`config.mk`:
```
export PLATFORM = sky130hd
export DESIGN_NAME = mem_arb2
export DESIGN_NICKNAME = d
export VERILOG_FILES = /design/src/rtl/mem_arb2.sv
export SDC_FILE = /design/constraint.sdc
export NUM_CORES = 1
export LEC_CHECK = 0
export CORE_AREA = 4 4 113 115
export DETAILED_ROUTE_END_ITERATION = 8
export DIE_AREA = 0 0 117 119
export PLACE_DENSITY = 0.76
export SLEW_MARGIN = 20
export SYNTH_ARGS = -nofsm -noshare
export SYNTH_HDL_FRONTEND = slang
export SYNTH_SLANG_ARGS = --single-unit
```
`constraint.sdc`:
```
create_clock -name clk -period 5.1 [get_ports clk]
set_clock_uncertainty 0.05 [all_clocks]
set_input_delay 1.53 -clock clk [delete_from_list [all_inputs] [get_ports clk]]
set_output_delay 1.53 -clock clk [all_outputs]
set_load 0.02 [all_outputs]
```
`src/rtl/mem_arb2.sv`:
```
// mem_arb2: two-master burst command arbiter in front of the mi_* port.
// Records the owner of every accepted burst in a per-direction owner queue
// and uses the queue heads to send write acks and read strobes back to the
// master that issued the burst.
module mem_arb2 #(
  parameter int AW = 20,
  parameter int QD = 4
) (
  input  logic          clk,
  input  logic          rst,
  input  logic [AW-1:0] m0_addr,
  input  logic [6:0]    m0_len,
  input  logic          m0_rw,
  input  logic          m0_valid,
  output logic          m0_ready,
  input  logic [31:0]   m0_wdata,
  output logic          m0_wack,
  output logic          m0_wlast,
  output logic [31:0]   m0_rdata,
  output logic          m0_rstb,
  output logic          m0_rlast,
  input  logic [AW-1:0] m1_addr,
  input  logic [6:0]    m1_len,
  input  logic          m1_rw,
  input  logic          m1_valid,
  output logic          m1_ready,
  input  logic [31:0]   m1_wdata,
  output logic          m1_wack,
  output logic          m1_wlast,
  output logic [31:0]   m1_rdata,
  output logic          m1_rstb,
  output logic          m1_rlast,
  output logic [AW-1:0] mi_addr,
  output logic [6:0]    mi_len,
  output logic          mi_rw,
  output logic          mi_valid,
  input  logic          mi_ready,
  output logic [31:0]   mi_wdata,
  input  logic          mi_wack,
  input  logic          mi_wlast,
  input  logic [31:0]   mi_rdata,
  input  logic          mi_rstb,
  input  logic          mi_rlast,
  output logic          err
);

  localparam int PW = $clog2(QD);
  localparam int CW = PW + 1;

  logic          prio, lock, gnt_q, gnt;
  logic [QD-1:0] wq_mem, rq_mem;
  logic [PW-1:0] wq_hd, wq_tl, rq_hd, rq_tl;
  logic [CW-1:0] wq_cnt, rq_cnt;
  logic          wq_full, rq_full, wq_empty, rq_empty;
  logic          elig0, elig1, sel_valid, sel_rw, sel_full;
  logic          hs, wpush, rpush, wpop, rpop;
  logic          w_own, r_own, wv, rv;

  assign wq_full  = (wq_cnt == CW'(QD));
  assign rq_full  = (rq_cnt == CW'(QD));
  assign wq_empty = (wq_cnt == '0);
  assign rq_empty = (rq_cnt == '0);

  // A master is only a candidate when its direction's owner queue has room,
  // so a blocked master never starves the other one while nothing is offered.
  assign elig0 = m0_valid && !(m0_rw ? rq_full : wq_full);
  assign elig1 = m1_valid && !(m1_rw ? rq_full : wq_full);

  // Grant select: hold the offered command while it is stalled, else round-robin.
  always_comb begin
    gnt = 1'b0;
    if (lock)                gnt = gnt_q;
    else if (elig0 && elig1) gnt = prio;
    else if (elig1)          gnt = 1'b1;
    else                     gnt = 1'b0;
  end

  assign sel_valid = gnt ? m1_valid : m0_valid;
  assign sel_rw    = gnt ? m1_rw    : m0_rw;
  assign sel_full  = sel_rw ? rq_full : wq_full;

  assign mi_valid = !rst && sel_valid && !sel_full;
  assign mi_addr  = rst ? '0 : (gnt ? m1_addr : m0_addr);
  assign mi_len   = rst ? '0 : (gnt ? m1_len  : m0_len);
  assign mi_rw    = !rst && sel_rw;

  assign hs       = mi_valid && mi_ready;
  assign m0_ready = hs && !gnt;
  assign m1_ready = hs && gnt;
  assign wpush    = hs && !sel_rw;
  assign rpush    = hs && sel_rw;
  assign wpop     = mi_wack && mi_wlast && !wq_empty;
  assign rpop     = mi_rstb && mi_rlast && !rq_empty;

  // Arbitration state: round-robin pointer and stall lock.
  always_ff @(posedge clk or posedge rst) begin
    if (rst) begin
      prio  <= 1'b0;
      lock  <= 1'b0;
      gnt_q <= 1'b0;
    end else begin
      lock  <= mi_valid && !mi_ready;
      gnt_q <= gnt;
      if (hs) prio <= ~gnt;
    end
  end

  // Write owner queue.
  always_ff @(posedge clk or posedge rst) begin
    if (rst) begin
      wq_mem <= '0;
      wq_hd  <= '0;
      wq_tl  <= '0;
      wq_cnt <= '0;
    end else begin
      if (wpush) begin
        wq_mem[wq_tl] <= gnt;
        wq_tl         <= wq_tl + PW'(1);
      end
      if (wpop) wq_hd <= wq_hd + PW'(1);
      if (wpush && !wpop)      wq_cnt <= wq_cnt + CW'(1);
      else if (!wpush && wpop) wq_cnt <= wq_cnt - CW'(1);
    end
  end

  // Read owner queue.
  always_ff @(posedge clk or posedge rst) begin
    if (rst) begin
      rq_mem <= '0;
      rq_hd  <= '0;
      rq_tl  <= '0;
      rq_cnt <= '0;
    end else begin
      if (rpush) begin
        rq_mem[rq_tl] <= gnt;
        rq_tl         <= rq_tl + PW'(1);
      end
      if (rpop) rq_hd <= rq_hd + PW'(1);
      if (rpush && !rpop)      rq_cnt <= rq_cnt + CW'(1);
      else if (!rpush && rpop) rq_cnt <= rq_cnt - CW'(1);
    end
  end

  // Data routing by queue head; an empty queue routes nowhere.
  assign w_own = wq_mem[wq_hd];
  assign r_own = rq_mem[rq_hd];
  assign wv    = mi_wack && !wq_empty;
  assign rv    = mi_rstb && !rq_empty;

  assign m0_wack  = wv && !w_own;
  assign m1_wack  = wv && w_own;
  assign m0_wlast = m0_wack && mi_wlast;
  assign m1_wlast = m1_wack && mi_wlast;
  assign mi_wdata = wq_empty ? '0 : (w_own ? m1_wdata : m0_wdata);

  assign m0_rstb  = rv && !r_own;
  assign m1_rstb  = rv && r_own;
  assign m0_rlast = m0_rstb && mi_rlast;
  assign m1_rlast = m1_rstb && mi_rlast;
  assign m0_rdata = m0_rstb ? mi_rdata : '0;
  assign m1_rdata = m1_rstb ? mi_rdata : '0;

  // Sticky error on a strobe that has no owner.
  always_ff @(posedge clk or posedge rst) begin
    if (rst)                                          err <= 1'b0;
    else if ((mi_wack && wq_empty) || (mi_rstb && rq_empty)) err <= 1'b1;
  end

endmodule

```
[After elaboration in Yosys (flattened, before gate mapping)]
Index checks and enable logic that the tools add are counted.
Storage, ports and cells
  logic and storage cells: 113
  output and inout bits: 136
  flip-flop bits (word level): 26
Operators by class
  magnitude comparators: 6
  bitwise gates (word level): 1
  reductions and logical operators: 54
  add/subtract/negate cells: 8
  multiplexer cells: 30
  equal/unequal tests: 2
Operators with widths (number)
  2-to-1 mux 32 bit: 4
  2-to-1 mux 20 bit: 2
  logical AND 1 bit: 34
  zero test 1 bit: 15
  2-to-1 mux 7 bit: 2
  < comparator 2 x 3 -> 1 bit (second input constant): 4
  2-to-1 mux 1 bit: 12
  2-to-1 mux 3 bit: 4
  adder 2 x 1 -> 2 bit (second input constant): 4
  bitwise mux 4 bit: 2
  adder 3 x 1 -> 3 bit (second input constant): 2
  == test 3 bit (second input constant): 2
  zero test 3 bit: 2
  subtractor 3 x 1 -> 3 bit (second input constant): 2
  binary-select mux 1 bit (select 2 bit): 2
  demux 1 bit (select 2 bit): 2
  >= comparator 2 x 1 -> 1 bit (second input constant): 2
  nonzero test 2 bit: 2
  logical OR 1 bit: 1
  NOT 1 bit: 1

[Longest topological paths before layout]
  depth in word-level cells: 17
  depth in mapped cells: 14

[Worst setup path after synthesis]
No wires, ideal clock.
  path kind: input-to-output
  from: input port rst
  to: output port m1_ready
  required time: 3520 ps
  arrival: 3221 ps
  buffers on the path: 0
  setup slack: 299 ps
  cell stages on the path: 4
  cells stage by stage: inv_1 o2111ai_1 a31oi_1 and3_1
On the way
  longest elaborated chain between the ends: 5
RTL lines
  from (decl): line 10  | input logic rst,
  zero test 1 bit (no source line)
  logical AND 1 bit (2 in a row): line 82  | assign mi_valid = !rst && sel_valid && !sel_full;
  via mi_valid: line 36  | output logic mi_valid,
  logical AND 1 bit: line 87  | assign hs = mi_valid && mi_ready;
  logical AND 1 bit: line 89  | assign m1_ready = hs && gnt;
  to (decl): line 26  | output logic m1_ready,
The timed path passes the listed nets, and every way through them passes these cells.

[Worst setup path in the final report]
  from: input port m0_valid
  to: output port mi_valid
On the way
  longest elaborated chain between the ends: 8
  elaborated cells on any way between the ends: 10
RTL lines
  from (decl): line 14  | input logic m0_valid,
  logical AND 1 bit: line 66  | assign elig0 = m0_valid && !(m0_rw ? rq_full : wq_full);
  logical AND 1 bit: line 73  | else if (elig0 && elig1) gnt = prio;
  2-to-1 mux 1 bit: line 73
  2-to-1 mux 1 bit: line 72  | if (lock) gnt = gnt_q;
  2-to-1 mux 1 bit: line 79  | assign sel_rw = gnt ? m1_rw : m0_rw;
  2-to-1 mux 1 bit: line 80  | assign sel_full = sel_rw ? rq_full : wq_full;
  zero test 1 bit: line 82
  logical AND 1 bit *: line 82
  to (decl): line 36
Mark *: on every way between the ends. The rest lies on a longest branch, timed or not.

==> metrics.md <==
| Metric | Value |
|---|---|
| Status | `completed` |
| Simple-gate portion of the synthesized area | `0.354` |
| Tcrit/Tclk final | `0.989` |
| Fillers | `between 1,000 and 1,500` |
| Die H | `approximately 120 um` |
| Commonest non-fill, non-tap cell in the layout | `clkdlybuf4s50_1` |
| Crit path arrival time | `approximately 3500 ps` |
| Post-synthesis compound-gate area fraction | `0.110` |
| Max_slew headroom | `0.321` |
| Initial antenna violation count | `0` |
| Finish-stage setup viols | `0` |
| YS warnings | `0` |
| Post-route minimum period | `between 5000 and 6000 ps` |
| Ranking of synthesized cells by area | `dfrtp_1, mux2i_1, and3_1` |
| Post-synthesis register bit count | `26` |
| Final GP Congestion | `approximately 0.82` |
| Area share of the largest cell type after synthesis | `0.225` |
| Htree depth | `1` |
| Post-Synth Adder-Cell Area | `0.0570` |
| CP required | `around 3500 ps` |
| Largest net degree at the start of global routing | `37` |
| Row cnt | `40` |
| Root Driver | `clkbuf_16` |
| Core area | `~0.012 mm^2` |
| TritonCTS clock tree | `done` |
| Sequential area share after synthesis | `0.225` |
| Count of cell types in the netlist | `47` |
| Largest family of logic cells by synthesized area | `simple AND/OR/NAND/NOR gates` |
| Vias | `roughly 3,900` |
| Clk pin slew, worst setup/hold paths | `60 ps` |
| Gr usage total | `0.172` |
| GRT overflow | `0` |
| Post-Synth XOR/XNOR Area | `0.0363` |
| Routed WL | `roughly 13 mm` |
| Clk buf depth | `2` |
| Sequential Power Share | `0.149` |
| Crit Path Category | `input port to output port` |
| Remaining antenna violation count after routing | `0` |
| Max cap viols | `0` |
| Post-Route Setup TNS | `0 ps` |
| Total die area | `about 0.014 mm^2` |
| Crit path launch type | `input port` |
| Switch share | `0.474` |
| Power Density | `436 mW/mm^2` |
| I/O Buffers | `296` |
| Cell-internal power | `about 1400 uW` |
| # IOs | `approximately 300` |
| Post-synthesis net count | `approximately 560` |
| Vias/cell | `~4.7` |
| Pre-antenna DRT Iters | `4` |
| Layout cell share with drive strength beyond 1 | `0.120` |
| Yosys top cell by area | `dfrtp_1` |
| Initial Utilization | `0.245` |
| Vias in the first global route | `around 4,000` |
| Worst-skew pair later-pin latency | `between 200 and 300 ps` |
| Synth-to-Final Area Change | `112%` |
| Worst Setup End Kind | `output port` |
| Final net count | `852` |
| Synthesized area per cell | `7.50 um^2` |
| Post-route DRC violation count | `0` |
| Max Slew Vio Count | `0` |
| Maximum vdd drop | `229 uV` |
| Fmax | `~200 MHz` |
| Reg2Reg Depth | `13` |
| Clk pwr share | `0.065` |
| Global-route wire length before repair | `a little under 20 mm` |
| Cells after DPL | `819` |
| Setup WS pre-CTS | `-505 ps` |
| Post-Syn Instances | `386` |
| Multiplexer area fraction after synthesis | `0.159` |
| Total CTS buffers | `3` |
| CTS Sinks | `26` |
| Net Sw Power | `approximately 1300 uW` |
| Routed length per instance | `16.1 um` |
| Post-DP HPWL | `about 11 mm` |
| Iteration-0 DRC Markers | `220` |
| Worst hold stages | `1` |
| Slack of the critical path | `56.7 ps` |
| Leakage power | `~0.0027 uW` |
| Die Wd | `~120 um` |
| Worst hold path class | `flip-flop to flip-flop` |
| ANT cells | `0` |
| Most frequent cells in the layout | `clkdlybuf4s50_1, nand2_1, nor2_1, and3_1, and2_1` |
| Endpoints failing hold | `0` |
| Non-filler cells, final | `roughly 820` |
| Mapped cell area | `around 0.0029 mm^2` |
| Final core utilization | `0.520` |
| Crit-path max FO | `4` |
| Gate power share | `0.786` |
| Worst-Margin Slew | `just over 1000 ps` |
[repair_timing]
action | CTS | global route
resized for setup | 51 | 64
hold buffers | 0 | 0
pin swaps | 1 | 4
buffers inserted | 0 | 2
endpoints found under the setup margin | 31 | 31
[synthesized netlist by cell type (all sizes together)]
cell	n
a211oi	1
a21boi	1
a21oi	27
a221o	1
a221oi	1
a2bb2oi	1
a31oi	1
and2	33
and3	38
buf	6
clkbuf	24
dfrtp	26
fa	2
ha	10
inv	10
mux2	8
mux2i	32
mux4	2
nand2	61
nand3	4
nand3b	1
nand4	5
nand4bb	1
nor2	41
nor2b	5
nor3	7
nor3b	2
o2111ai	1
o211a	1
o211ai	2
o21a	1
o21ai	5
o21bai	2
o31ai	4
o32ai	1
or2	2
or3	1
or3b	3
xnor2	8
xor2	4
[kinds of logic (layout without fill, tap and decap cells)]
family,Yosys count,after routing
compound gates,50,50
fa+ha+maj,12,12
mux,42,42
buf+inv,40,331
simple gates,204,204
xor+xnor,12,12
flops,26,26
[layer usage]
metal | vias up | GRT usage | share of wire | wire length (um)
met5 | - | 0 | 0 | 0
met4 | 0 | 0.0466 | 0.024 | 316
met3 | 25 | 0.0442 | 0.10 | 1390
met2 | 214 | 0.332 | 0.52 | 6880
met1 | 1762 | 0.179 | 0.35 | 4670
li1 | 1898 | - | - | -
[final cells by class]
class,count,area (um^2),share of cell area
Clock buffer,3,75.1,0.0122
Timing Repair Buffer,318,3030,0.493
Tap cell,147,184,0.0300
Inverter,10,37.5,0.00611
Multi-Input combinational cell,320,2160,0.353
Sequential cell,26,651,0.106
[state kept, by name, summed over array words and instances, names as in the netlist]
signal	cells
rq_mem	4
wq_tl	2
err	1
rq_tl	2
rq_cnt	3
gnt_q	1
prio	1
wq_hd	2
lock	1
wq_mem	4
rq_hd	2
wq_cnt	3
[power by group through the flow]
stage | Combinational, uW | Sequential [uW] | Clock [uW]
after floorplan | 1190 | 367 | 0
after global placement | 2070 | 385 | 0
after detailed placement | 2110 | 394 | 0
after CTS | 2100 | 392 | 173
after global routing | 2250 | 414 | 184
final | 2100 | 398 | 173
[path summary, 6_finish.rpt]
kind                            slack, ps                    end                   from
worst max-delay path                   60               mi_valid               m0_valid
worst min-delay path                  440   rq_hd[1]$_DFFE_PP0P_   rq_hd[1]$_DFFE_PP0P_
worst max register to register       1450  rq_cnt[2]$_DFFE_PP0P_  wq_cnt[0]$_DFFE_PP0P_
worst min register to register        440   rq_hd[1]$_DFFE_PP0P_   rq_hd[1]$_DFFE_PP0P_
max in group asynchronous            2950       prio$_DFFE_PP0N_                    rst
min in group asynchronous            1800  wq_cnt[2]$_DFFE_PP0P_                    rst
[worst max-delay path, cell delays in order]
cell             delay [ps]
clkdlybuf4s50_1         470
nor2b_4                 180
a221oi_4                340
o211ai_1                200
a31oi_2                 330
buf_4                   160
clkdlybuf4s15_2         260
[metrics by stage]
step	power, uW	instance area (um^2)	hold slack [ps]
floorplan	1550	2900	403
global placement	2450	6080	418
detailed placement	2500	6080	431
CTS	2660	6160	444
global route	2850	6140	466
finish	2670	6140	442
Note: power is estimated with default switching activity, not from simulation.
